**src/rtl/sub_cmp_serial_if.sv**
```systemverilog
// rtl/sub_cmp_serial_if.sv - operand/result handshake bundle for sub_cmp_serial (SUB_CMP_STICKY_OVF_EN adds sticky overflow)
interface sub_cmp_serial_if #(
  parameter int WIDTH = 16
);
  logic             in_valid;
  logic             in_ready;
  logic [WIDTH-1:0] a;
  logic [WIDTH-1:0] b;
  logic             bin;
  logic             signed_mode;
  logic             out_valid;
  logic             out_ready;
  logic [WIDTH-1:0] diff;
  logic             bout;
  logic             overflow;
  logic             lt;
  logic             eq;
  logic             gt;
`ifdef SUB_CMP_STICKY_OVF_EN
  logic             ovf_clr;
  logic             ovf_sticky;

  modport master (
    output in_valid, a, b, bin, signed_mode, out_ready, ovf_clr,
    input  in_ready, out_valid, diff, bout, overflow, lt, eq, gt, ovf_sticky
  );

  modport slave (
    input  in_valid, a, b, bin, signed_mode, out_ready, ovf_clr,
    output in_ready, out_valid, diff, bout, overflow, lt, eq, gt, ovf_sticky
  );
`else
  modport master (
    output in_valid, a, b, bin, signed_mode, out_ready,
    input  in_ready, out_valid, diff, bout, overflow, lt, eq, gt
  );

  modport slave (
    input  in_valid, a, b, bin, signed_mode, out_ready,
    output in_ready, out_valid, diff, bout, overflow, lt, eq, gt
  );
`endif
endinterface

```
**src/rtl/sub_cmp_serial.sv**
```systemverilog
// rtl/sub_cmp_serial.sv - digit-serial subtractor/comparator (optional SUB_CMP_STICKY_OVF_EN sticky overflow)
module sub_cmp_serial #(
  parameter int WIDTH = 16,
  parameter int DIGIT = 4
) (
  input  logic           clk,
  input  logic           rst_n,
  sub_cmp_serial_if.slave bus
);

  localparam int N  = WIDTH / DIGIT;
  localparam int CW = (N > 1) ? $clog2(N) : 1;

  generate
    if (WIDTH < 2 || DIGIT < 1 || (WIDTH % DIGIT) != 0) begin : g_bad_params
      $error("sub_cmp_serial: WIDTH must be >= 2 and a multiple of DIGIT");
    end
  endgenerate

  typedef enum logic [1:0] {IDLE, BUSY, DONE} state_t;

  state_t           state_q, state_d;
  logic [WIDTH-1:0] a_q, b_q, res_q, diff_q;
  logic             brw_q, sm_q;
  logic [CW-1:0]    cnt_q;
  logic             bout_q, ovf_q, lt_q, eq_q, gt_q;

  logic [DIGIT-1:0] dig;
  logic             brw_msb, brw_out;
  logic [WIDTH-1:0] res_next;
  logic             last, v_flag, lt_flag, eq_flag, accept;

  // Ripple the stored borrow through DIGIT full-subtract slices on the low digit.
  always_comb begin
    logic br;
    br      = brw_q;
    dig     = '0;
    brw_msb = 1'b0;
    for (int i = 0; i < DIGIT; i++) begin
      brw_msb = br;
      dig[i]  = a_q[i] ^ b_q[i] ^ br;
      br      = (~a_q[i] & b_q[i]) | (~(a_q[i] ^ b_q[i]) & br);
    end
    brw_out = br;
  end

  // New digits enter at the top so the final digit leaves the full result aligned.
  assign res_next = (res_q >> DIGIT) | (WIDTH'(dig) << (WIDTH - DIGIT));
  assign last     = (cnt_q == CW'(N - 1));
  assign v_flag   = brw_msb ^ brw_out;
  assign lt_flag  = sm_q ? (res_next[WIDTH-1] ^ v_flag) : brw_out;
  assign eq_flag  = (res_next == '0) & (sm_q ? ~v_flag : ~brw_out);
  assign accept   = (state_q == IDLE) & bus.in_valid;

  // State register.
  always_ff @(posedge clk or negedge rst_n) begin
    if (!rst_n) state_q <= IDLE;
    else        state_q <= state_d;
  end

  // Next state and handshake outputs; operands are ignored outside IDLE.
  always_comb begin
    state_d       = state_q;
    bus.in_ready  = 1'b0;
    bus.out_valid = 1'b0;
    case (state_q)
      IDLE: begin
        bus.in_ready = 1'b1;
        if (bus.in_valid) state_d = BUSY;
      end
      BUSY: begin
        if (last) state_d = DONE;
      end
      DONE: begin
        bus.out_valid = 1'b1;
        if (bus.out_ready) state_d = IDLE;
      end
      default: state_d = IDLE;
    endcase
  end

  // Operand capture, per-digit shifting, and result/flag latch on the final digit.
  always_ff @(posedge clk or negedge rst_n) begin
    if (!rst_n) begin
      a_q    <= '0;
      b_q    <= '0;
      res_q  <= '0;
      diff_q <= '0;
      brw_q  <= 1'b0;
      sm_q   <= 1'b0;
      cnt_q  <= '0;
      bout_q <= 1'b0;
      ovf_q  <= 1'b0;
      lt_q   <= 1'b0;
      eq_q   <= 1'b0;
      gt_q   <= 1'b0;
    end else if (accept) begin
      a_q   <= bus.a;
      b_q   <= bus.b;
      sm_q  <= bus.signed_mode;
      brw_q <= bus.bin;
      cnt_q <= '0;
    end else if (state_q == BUSY) begin
      a_q   <= a_q >> DIGIT;
      b_q   <= b_q >> DIGIT;
      res_q <= res_next;
      brw_q <= brw_out;
      cnt_q <= cnt_q + 1'b1;
      if (last) begin
        diff_q <= res_next;
        bout_q <= brw_out;
        ovf_q  <= sm_q & v_flag;
        lt_q   <= lt_flag;
        eq_q   <= eq_flag;
        gt_q   <= ~lt_flag & ~eq_flag;
      end
    end
  end

  assign bus.diff     = diff_q;
  assign bus.bout     = bout_q;
  assign bus.overflow = ovf_q;
  assign bus.lt       = lt_q;
  assign bus.eq       = eq_q;
  assign bus.gt       = gt_q;

`ifdef SUB_CMP_STICKY_OVF_EN
  logic ovf_sticky_q;
  logic ovf_set;

  assign ovf_set = (state_q == BUSY) & last & sm_q & v_flag;

  // Sticky overflow: a set on DONE entry wins over a simultaneous clear.
  always_ff @(posedge clk or negedge rst_n) begin
    if (!rst_n) ovf_sticky_q <= 1'b0;
    else        ovf_sticky_q <= (ovf_sticky_q & ~bus.ovf_clr) | ovf_set;
  end

  assign bus.ovf_sticky = ovf_sticky_q;
`endif

endmodule

```
**src/flat_wrapper.sv**
```systemverilog
// flat-port wrapper written by rule: the top's interface ports become plain ports
module sub_cmp_serial_flat 
#(
  parameter int WIDTH = 16,
  parameter int DIGIT = 4
)
  (clk, rst_n, bus_in_valid, bus_a, bus_b, bus_bin, bus_signed_mode, bus_out_ready, bus_in_ready, bus_out_valid, bus_diff, bus_bout, bus_overflow, bus_lt, bus_eq, bus_gt);
  sub_cmp_serial_if #(.WIDTH(WIDTH)) bus_i ();
  input  logic clk;
  input  logic rst_n;
  input wire logic [$bits(bus_i.in_valid)-1:0] bus_in_valid;
  input wire logic [$bits(bus_i.a)-1:0] bus_a;
  input wire logic [$bits(bus_i.b)-1:0] bus_b;
  input wire logic [$bits(bus_i.bin)-1:0] bus_bin;
  input wire logic [$bits(bus_i.signed_mode)-1:0] bus_signed_mode;
  input wire logic [$bits(bus_i.out_ready)-1:0] bus_out_ready;
  output wire logic [$bits(bus_i.in_ready)-1:0] bus_in_ready;
  output wire logic [$bits(bus_i.out_valid)-1:0] bus_out_valid;
  output wire logic [$bits(bus_i.diff)-1:0] bus_diff;
  output wire logic [$bits(bus_i.bout)-1:0] bus_bout;
  output wire logic [$bits(bus_i.overflow)-1:0] bus_overflow;
  output wire logic [$bits(bus_i.lt)-1:0] bus_lt;
  output wire logic [$bits(bus_i.eq)-1:0] bus_eq;
  output wire logic [$bits(bus_i.gt)-1:0] bus_gt;
  assign bus_i.in_valid = bus_in_valid;
  assign bus_i.a = bus_a;
  assign bus_i.b = bus_b;
  assign bus_i.bin = bus_bin;
  assign bus_i.signed_mode = bus_signed_mode;
  assign bus_i.out_ready = bus_out_ready;
  assign bus_in_ready = bus_i.in_ready;
  assign bus_out_valid = bus_i.out_valid;
  assign bus_diff = bus_i.diff;
  assign bus_bout = bus_i.bout;
  assign bus_overflow = bus_i.overflow;
  assign bus_lt = bus_i.lt;
  assign bus_eq = bus_i.eq;
  assign bus_gt = bus_i.gt;
  sub_cmp_serial #(.WIDTH(WIDTH), .DIGIT(DIGIT)) u_core (.clk(clk), .rst_n(rst_n), .bus(bus_i));
endmodule
```
**config.mk**
```make
export PLATFORM = sky130hd
export DESIGN_NAME = sub_cmp_serial_flat
export DESIGN_NICKNAME = d
export VERILOG_FILES = /design/src/rtl/sub_cmp_serial_if.sv /design/src/rtl/sub_cmp_serial.sv /design/src/flat_wrapper.sv
export SDC_FILE = /design/constraint.sdc
export NUM_CORES = 1
export LEC_CHECK = 0
export ABC_AREA = 1
export CORE_MARGIN = 8
export CORE_UTILIZATION = 51
export CTS_CLUSTER_DIAMETER = 100
export DETAILED_ROUTE_END_ITERATION = 8
export MAX_ROUTING_LAYER = met4
export PLACE_DENSITY_LB_ADDON = 0.25
export SLEW_MARGIN = 30
export SYNTH_ARGS = -nofsm -noshare
export SYNTH_HDL_FRONTEND = slang
export SYNTH_SLANG_ARGS = --single-unit
```
**constraint.sdc**
```tcl
create_clock -name clk -period 3.7 [get_ports clk]
set_clock_uncertainty 0.1 [all_clocks]
set_input_delay 0.37 -clock clk [delete_from_list [all_inputs] [get_ports clk]]
set_output_delay 0.37 -clock clk [all_outputs]
set_load 0.05 [all_outputs]
```
# Word-level counts from Yosys, hierarchy flattened
# Index checks and enable logic that the tools add are counted.
op_classes:
  n_addsub: 1
  n_eq_ne: 6
  n_mux: 16
  n_bitwise: 40
  reduce_logical: 6
op_table:
  columns: ["cell", "n"]
  rows:
  - ["$mux 16", 4]
  - ["$logic_not 16->1", 1]
  - ["$or 12x16->16", 1]
  - ["$not 1->1", 13]
  - ["$and 1x1->1", 12]
  - ["$mux 2", 5]
  - ["$xor 1x1->1", 10]
  - ["$mux 1", 6]
  - ["$pmux 2 s3", 1]
  - ["$reduce_and 3->1", 2]
  - ["$eq 2x2->1 const B", 2]
  - ["$ne 2x2->1 const B", 2]
  - ["$or 1x1->1", 4]
  - ["$add 2x1->2 const B", 1]
  - ["$eq 2x1->1 const B", 1]
  - ["$logic_not 2->1", 1]
  - ["$ne 2x1->1 const B", 1]
  - ["$reduce_and 2->1", 1]
  - ["$reduce_bool 2->1", 1]
word_totals:
  register_bits: 75
  in_bits: 38
  out_inout_bits: 23
  word_cells: 82

# Depth between registers and ports, before layout
# Gate-level depths: netlist (run 1).
logic_depth:
  word_depth: 16
  ltp_mapped: 13
  mapped_depth_nobuf: 13

# Worst setup path after synthesis (run 1)
# OpenSTA, ideal clock, no wires.
synth_path:
  path_type: "flip-flop to flip-flop"
  startpoint: "register u_core.brw_q"
  endpoint: "register u_core.gt_q (netlist: u_core.bus.gt)"
  setup_time_ps: 118
  t_arrival_ps: 2483
  path_slack_ps: 1000
  path_stages_with_launch: 14
  path_buffers: 0
  path_cell_list: "dfrtp_1 inv_1 fa_1 inv_1 fa_1 fa_1 inv_1 fa_1 nor2_1 nand2_1 nor2_1 nand3_1 nand2_1 nand2_1"
synth_rtl:
  columns: ["item", "line_no", "text"]
  rows:
  - ["start: declaration", "sub_cmp_serial.sv:24", "logic brw_q, sm_q;"]
  - ["start signal: assignment", "sub_cmp_serial.sv:101", "brw_q <= bus.bin;"]
  - ["start signal: assignment", "sub_cmp_serial.sv:107", "brw_q <= brw_out;"]
  - ["$and 1x1->1 *", "sub_cmp_serial.sv:42", "br = (~a_q[i] & b_q[i]) | (~(a_q[i] ^ b_q[i]) & br);"]
  - ["$or 1x1->1 *", "sub_cmp_serial.sv:42", null]
  - ["$and 1x1->1 *", "sub_cmp_serial.sv:42", null]
  - ["$or 1x1->1 *", "sub_cmp_serial.sv:42", null]
  - ["$and 1x1->1 *", "sub_cmp_serial.sv:42", null]
  - ["$or 1x1->1 *", "sub_cmp_serial.sv:42", null]
  - ["$xor 1x1->1 *", "sub_cmp_serial.sv:41", "dig[i] = a_q[i] ^ b_q[i] ^ br;"]
  - ["named net u_core.dig[3]", "sub_cmp_serial.sv:28", "logic [DIGIT-1:0] dig;"]
  - ["$or 12x16->16 *", "sub_cmp_serial.sv:48", "assign res_next = (res_q >> DIGIT) | (WIDTH'(dig) << (WIDTH - DIGIT));"]
  - ["$logic_not 16->1 or $xor 1x1->1 (tied branches)", "sub_cmp_serial.sv:52, sub_cmp_serial.sv:51", null]
  - ["$and 1x1->1 or $mux 1 (tied branches)", "sub_cmp_serial.sv:52, sub_cmp_serial.sv:51", null]
  - ["$not 1->1", "sub_cmp_serial.sv:115", "gt_q <= ~lt_flag & ~eq_flag;"]
  - ["$and 1x1->1 *", "sub_cmp_serial.sv:115", null]
  - ["end signal: assignment", "sub_cmp_serial.sv:115", null]
  - ["end: declaration", "sub_cmp_serial.sv:26", "logic bout_q, ovf_q, lt_q, eq_q, gt_q;"]
# Mark *: on every way through the listed nets, which the timed path passes. The rest lies on a longest branch.
# A chain may end at the register's enable or synchronous reset.

# Worst setup path after layout (run 1)
# Same ends and word-level chain as after synthesis.

==> impl_metrics.toml, run 1 <==
[critical_path]
cp_slowest_cell = "fa_1"
required_ns = 3.82
worstPathMaxFanout = 4
crit_top_cell = "fa_1"
worst_setup_path_end_kind = "flop"
cp_slowest_stage_delay_ns = 0.52
crit_chain = "inv_1 -> fa_1 -> inv_1 -> fa_1 -> fa_1 -> inv_1 -> fa_1 -> nor2_1 -> nand2_1 -> nor2_1 -> nand3_1 -> nand2_1 -> nand2_1"
startpoint_type = "flop"
arrival_ns = 3.00
path_class = "reg -> reg"

[cts]
clockRootBuffer = "clkbuf_8"
clk_pin_slew_ns = 0.07
cts_tree = "built"
numCtsBuffers = 9
cts_resized = 0
htreeDepth = 3
post-cts-setup-buffers = 0
cts_sinks = 71
clk_latency_ns = 0.33
cts_buffer_depth = 2
cts_hold_buf = 1

[routing]
first_iter_violations = 118
ant_nets = 0
vias = 2272
vias_per_cell = 4.98
wl_mm = 6.43
drt_pass1_iterations = 4
drt-wirelength-per-cell_um = 14.1
drcViolationCount = 0

[synth]
synth_top_area_share_pct = 58.4
synth.largest_area_cell = "dfrtp_1"
ys_ff_latch = 71
syn_area_per_cell_um2 = 9.54
synthCells = 319
mappedNetlistArea_um2 = 3040
ys_types = 26
yosys_warnings = 0
ys.flop_type = "dfrtp_1"
async_reset_ff_share_pct = 100
synth_top_cells_by_count = "103 x nand2_1, 71 x dfrtp_1, 31 x inv_1"
yosys-top-cells-area = "dfrtp_1 58%, nand2_1 13%, o21ai_0 3.9%"
synth_enable_flop_cells = 0
ys_seq_area_share_pct = 58.4
synth_nets = 363
synth.most_common_cell = "nand2_1"

[global_routing]
grt_busiest_layer = "met2"
track_usage_pct = 16.9
grt_pass1_vias = 2443
overflow = 0
grt_pass1_wl_mm = 11.3
met2_usage_pct = 26.5
grt_use_met3_pct = 4.57
antenna_found_initial = 0
grt_max_degree = 40
use_met1_pct = 20.4

[sta]
rsz0062_at_grt = "no"
slew_violations = 0
relSlewSlack_pct = 54.3
min_period_ns = 2.88
period_share_pct = 77.8
totalNegativeSetupSlack_ns = 0
worst_slew_pin_slew_ns = 0.685
hold_viol = 0
max_freq_mhz = 347
setup_violations = 0

[placement]
dpl_cell_area_um2 = 3650
dp_hpwl_mm = 4.60
dpl.cell_count = 441
port-buffer-count = 60
gp_congestion = 0.779

[floorplanning]
fp.dieH_um = 93.2
rows = 28
dieArea_um2 = 8690
die_x_um = 93.2
core_um2 = 5850
start_util_pct = 52.0
io_pins = 61

[status]
outcome = "completed"

[cells_and_area]
stdcell_area_um2 = 3850
num_antenna_cells = 0
drive_gt1_share_pct = 7.61
final_cells = 456
fill_cells = 483
regArea_um2 = 1780
multi_input_area_um2 = 1050
final_util_pct = 65.7
synthToLayoutAreaGrowth_pct = 26.4
fin_nets = 422

[power]
power.density_nw_per_um2 = 975
power_mw = 3.75
p_leak_nw = 1.80
irDropWorstVdd_uv = 535

[flow_run]
cap_violations = 0

[hold_path]
worstHoldPathType = "reg -> reg"
-- state kept, by name, summed over array words and instances (netlist names) --
signal and cells:
u_core.a_q 16, u_core.state_q 2, u_core.bus.overflow 1, u_core.sm_q 1, u_core.res_q 12, u_core.bus.lt 1, u_core.bus.diff 16, u_core.bus.bout 1
u_core.bus.gt 1, u_core.b_q 16, u_core.brw_q 1, u_core.cnt_q 2, u_core.bus.eq 1
-- through the flow --
step,worst slack (ns),hold WS (ns)
floorplan,1.00,-0.0256
global placement,0.916,0.358
detailed placement,0.821,0.355
CTS,0.801,0.386
global route,0.644,0.416
finish,0.820,0.378
-- final cells by class --
type / count / share of cell area (%)
Sequential cell: 71 / 46.2
Multi-Input combinational cell: 199 / 27.2
Timing Repair Buffer: 62 / 15.9
Clock buffer: 14 / 4.75
Inverter: 35 / 3.48
Tap cell: 75 / 2.44
-- worst paths after layout --
check                              startpoint                  to  slack, ns  cells after the start
max                              u_core.brw_q       u_core.bus.gt       0.82                     13
min                        u_core.bus.diff[2]  u_core.bus.diff[2]       0.38                      2
max reg2reg                      u_core.brw_q       u_core.bus.gt       0.82                     13
min reg2reg                u_core.bus.diff[2]  u_core.bus.diff[2]       0.38                      2
max in group asynchronous               rst_n       u_core.b_q[2]       2.03                      3
min in group asynchronous               rst_n       u_core.bus.gt       0.51                      2
-- power by group --
group | internal, mW | switching (mW) | total (mW)
Sequential | 1.14 | 0.200 | 1.34
Combinational | 0.628 | 1.22 | 1.85
Clock | 0.310 | 0.256 | 0.566
-- worst max-delay path, delay by kind of cell, from the launching register on --
| kind | cells | cell delay (ns) |
|---|---|---|
| and+or+nand+nor | 6 | 0.51 |
| buffers and inverters | 3 | 0.26 |
| DFF | 1 | 0.37 |
| adders and majority gates | 4 | 1.53 |
-- metal layers --
layer / vias up / wire (µm) / share of wire [%]
li1: 1144 / - / -
met2: 55 / 3150 / 49
met4: 0 / 84 / 1.3
met3: 7 / 313 / 4.9
met5: - / 0 / 0
met1: 1066 / 2880 / 45
-- cell families (layout without fill, tap and decap cells) --
| kind of cell | Yosys count | after routing | synth area share, % |
|---|---|---|---|
| DFF | 71 | 71 | 58.4 |
| adders and majority gates | 6 | 6 | 3.70 |
| and+or+nand+nor | 135 | 135 | 17.8 |
| buffers and inverters | 49 | 111 | 7.24 |
| AOI/OAI and AO/OA | 58 | 58 | 12.8 |
-- layout by cell type (no fill, tap or decap), drive strengths merged --
master | Yosys | routed
a21oi | 2 | 2
nor3 | 1 | 1
nor2 | 15 | 15
inv | 35 | 35
o31ai | 1 | 1
dfrtp | 71 | 71
clkdlybuf4s50 | 0 | 59
ha | 1 | 1
o21ai | 29 | 29
dlygate4sd3 | 0 | 1
o221ai | 5 | 5
nand3 | 12 | 12
o211ai | 12 | 12
nand2 | 107 | 107
fa | 5 | 5
clkbuf | 4 | 14
buf | 10 | 2
a22o | 9 | 9
Power figures use the tool's default switching activity.
==> run 2, diff against run 1 <==
- CORE_UTILIZATION: 51 -> 46
- clock period: 3.7 -> 2.64 ns (I/O delays scaled with it)
==> run 2 against run 1 <==
Compared with the run above: sequential cell count unchanged; hold slack about the same; sequential power up 40%; largest power group unchanged; highest routed layer unchanged.
==> impl_metrics.toml, run 2 (synthesized netlist as in run 1, its figures left out) <==
[critical_path]
worstPathMaxFanout = 3
r2r_cells = 12
cp-startpoint = "u_core.brw_q"
arrival_ns = 2.76
cp_num_buf_inv = 3
crit_family = "adder cells"
endpoint = "u_core.bus.eq"
startpoint_type = "flop"
ff2ff_setup_slack_ns = 0.06
crit-reg2reg-capture = "u_core.bus.eq"
required_ns = 2.82
r2r-start = "u_core.brw_q"
cp_slowest_stage_delay_ns = 0.44
cp_slowest_cell = "fa_2"
crit_chain = "inv_2 -> fa_1 -> inv_1 -> fa_2 -> fa_2 -> inv_2 -> fa_1 -> nor2_1 -> nand2_1 -> nor3_2 -> nand3_1 -> nand2_1"
cp.depth = 12
path_class = "reg -> reg"
worst_setup_path_end_kind = "flop"

[floorplanning]
io_pins = 61
core_um2 = 6390
dieArea_um2 = 9470
rows = 29
fp.dieH_um = 97.3
start_util_pct = 47.6
die_x_um = 97.3

[cts]
numCtsBuffers = 9
clk_pin_slew_ns = 0.07
htreeDepth = 3
clk_latency_ns = 0.34
cts_sinks = 71
cts_tree = "built"
clockRootBuffer = "clkbuf_8"
cts_buffer_depth = 2

[placement]
dpl.cell_count = 447
dpl_cell_area_um2 = 3700
port-buffer-count = 60
dp_slack_ns = -0.117
gp_congestion = 0.739
dp_hpwl_mm = 4.71

[routing]
vias_per_cell = 5.08
drcViolationCount = 0
wl_mm = 6.61
drt-met1-wl_mm = 2.93
drt_pass1_iterations = 4
top_layer_used = "met4"
dr_wl_met3_um = 352
drt-wirelength-per-cell_um = 14.3
first_iter_violations = 90
vias = 2353
met2WireLength_mm = 3.18
ant_nets = 0

[global_routing]
overflow = 0
track_usage_pct = 15.3
grt_pass1_wl_mm = 11.6
grt_pass1_vias = 2461
antenna_found_initial = 0
grt_max_degree = 44

[cells_and_area]
fill_cells = 552
fin_nets = 426
mostFrequentLayoutCell = "nand2_1"
num_antenna_cells = 0
final_cell_mix = "103 x nand2_1, 71 x dfrtp_1, 59 x clkdlybuf4s50_1"
final_cells = 463
stdcell_area_um2 = 3950
drive_gt1_share_pct = 11.1
synthToLayoutAreaGrowth_pct = 29.9

[power]
power.density_nw_per_um2 = 1410
irDropWorstVdd_uv = 706
p_leak_nw = 1.84

[sta]
slew_violations = 0
setup_violations = 0
period_share_pct = 97.8
fin_ws_ns = 0.0575
max_freq_mhz = 387
hold_viol = 0
relSlewSlack_pct = 53.4
totalNegativeSetupSlack_ns = 0
rsz0062_at_grt = "yes"
worst_slew_pin_slew_ns = 0.698
min_period_ns = 2.58

[hold_path]
min_path_cells = 1
worstHoldPathType = "reg -> reg"

[flow_run]
cap_violations = 0

[status]
outcome = "completed"
[run 2: changes by cell type in the layout (fill, tap and decap cells not counted), moves of 2 or more]
cell,delta
buf_4,+3
inv_2,+3
bufinv_16,+2
fa_1,-3
fa_2,+3
inv_1,-3
[run 2: per-stage QoR]
step	hold WS (ns)	power [mW]	util, %
after floorplan	-0.132	3.80	-
after global placement	0.237	4.50	58.0
after detailed placement	0.246	4.59	58.0
after CTS	0.374	5.62	61.9
after global routing	0.393	6.01	61.9
final	0.378	5.56	61.9
[run 2: per-layer routing]
metal,GRT usage (%),vias to the layer above
met3,4.05,12
met5,-,-
li1,-,1153
met1,18.8,1119
met4,7.46,0
met2,22.9,69
[run 2: worst min path at each step]
stage | start | end | slack, ns
detailed placement | rst_n | u_core.state_q[1] | 0.25
floorplan | rst_n | u_core.a_q[0] | -0.13
global placement | rst_n | u_core.state_q[1] | 0.24
CTS | bus_b[9] | u_core.b_q[9] | 0.37
global route | bus_b[10] | u_core.b_q[10] | 0.39
finish | u_core.cnt_q[0] | u_core.cnt_q[0] | 0.38
[run 2: power by group]
group          leakage, nW  switching [mW]  internal, mW
logic                0.823            1.74         0.955
clock network        0.118           0.384         0.603
registers            0.900           0.284          1.59
[run 2: timing repair]
action,in CTS,in global routing
gates resized for setup,4,3
hold endpoints to repair,28,0
hold buffers,1,0
setup endpoints to repair,4,3
pin swaps,1,3
buffers inserted,0,0
[run 2: cell type report]
type,count,area (µm²),share of cell area [%]
inverters,35,134,3.39
multi-input cells,199,1060,26.8
well taps,77,96.3,2.44
clock buffers,12,165,4.18
repair buffers,66,656,16.6
flip-flops and latches,71,1780,44.9
clock inverters,3,65.1,1.65
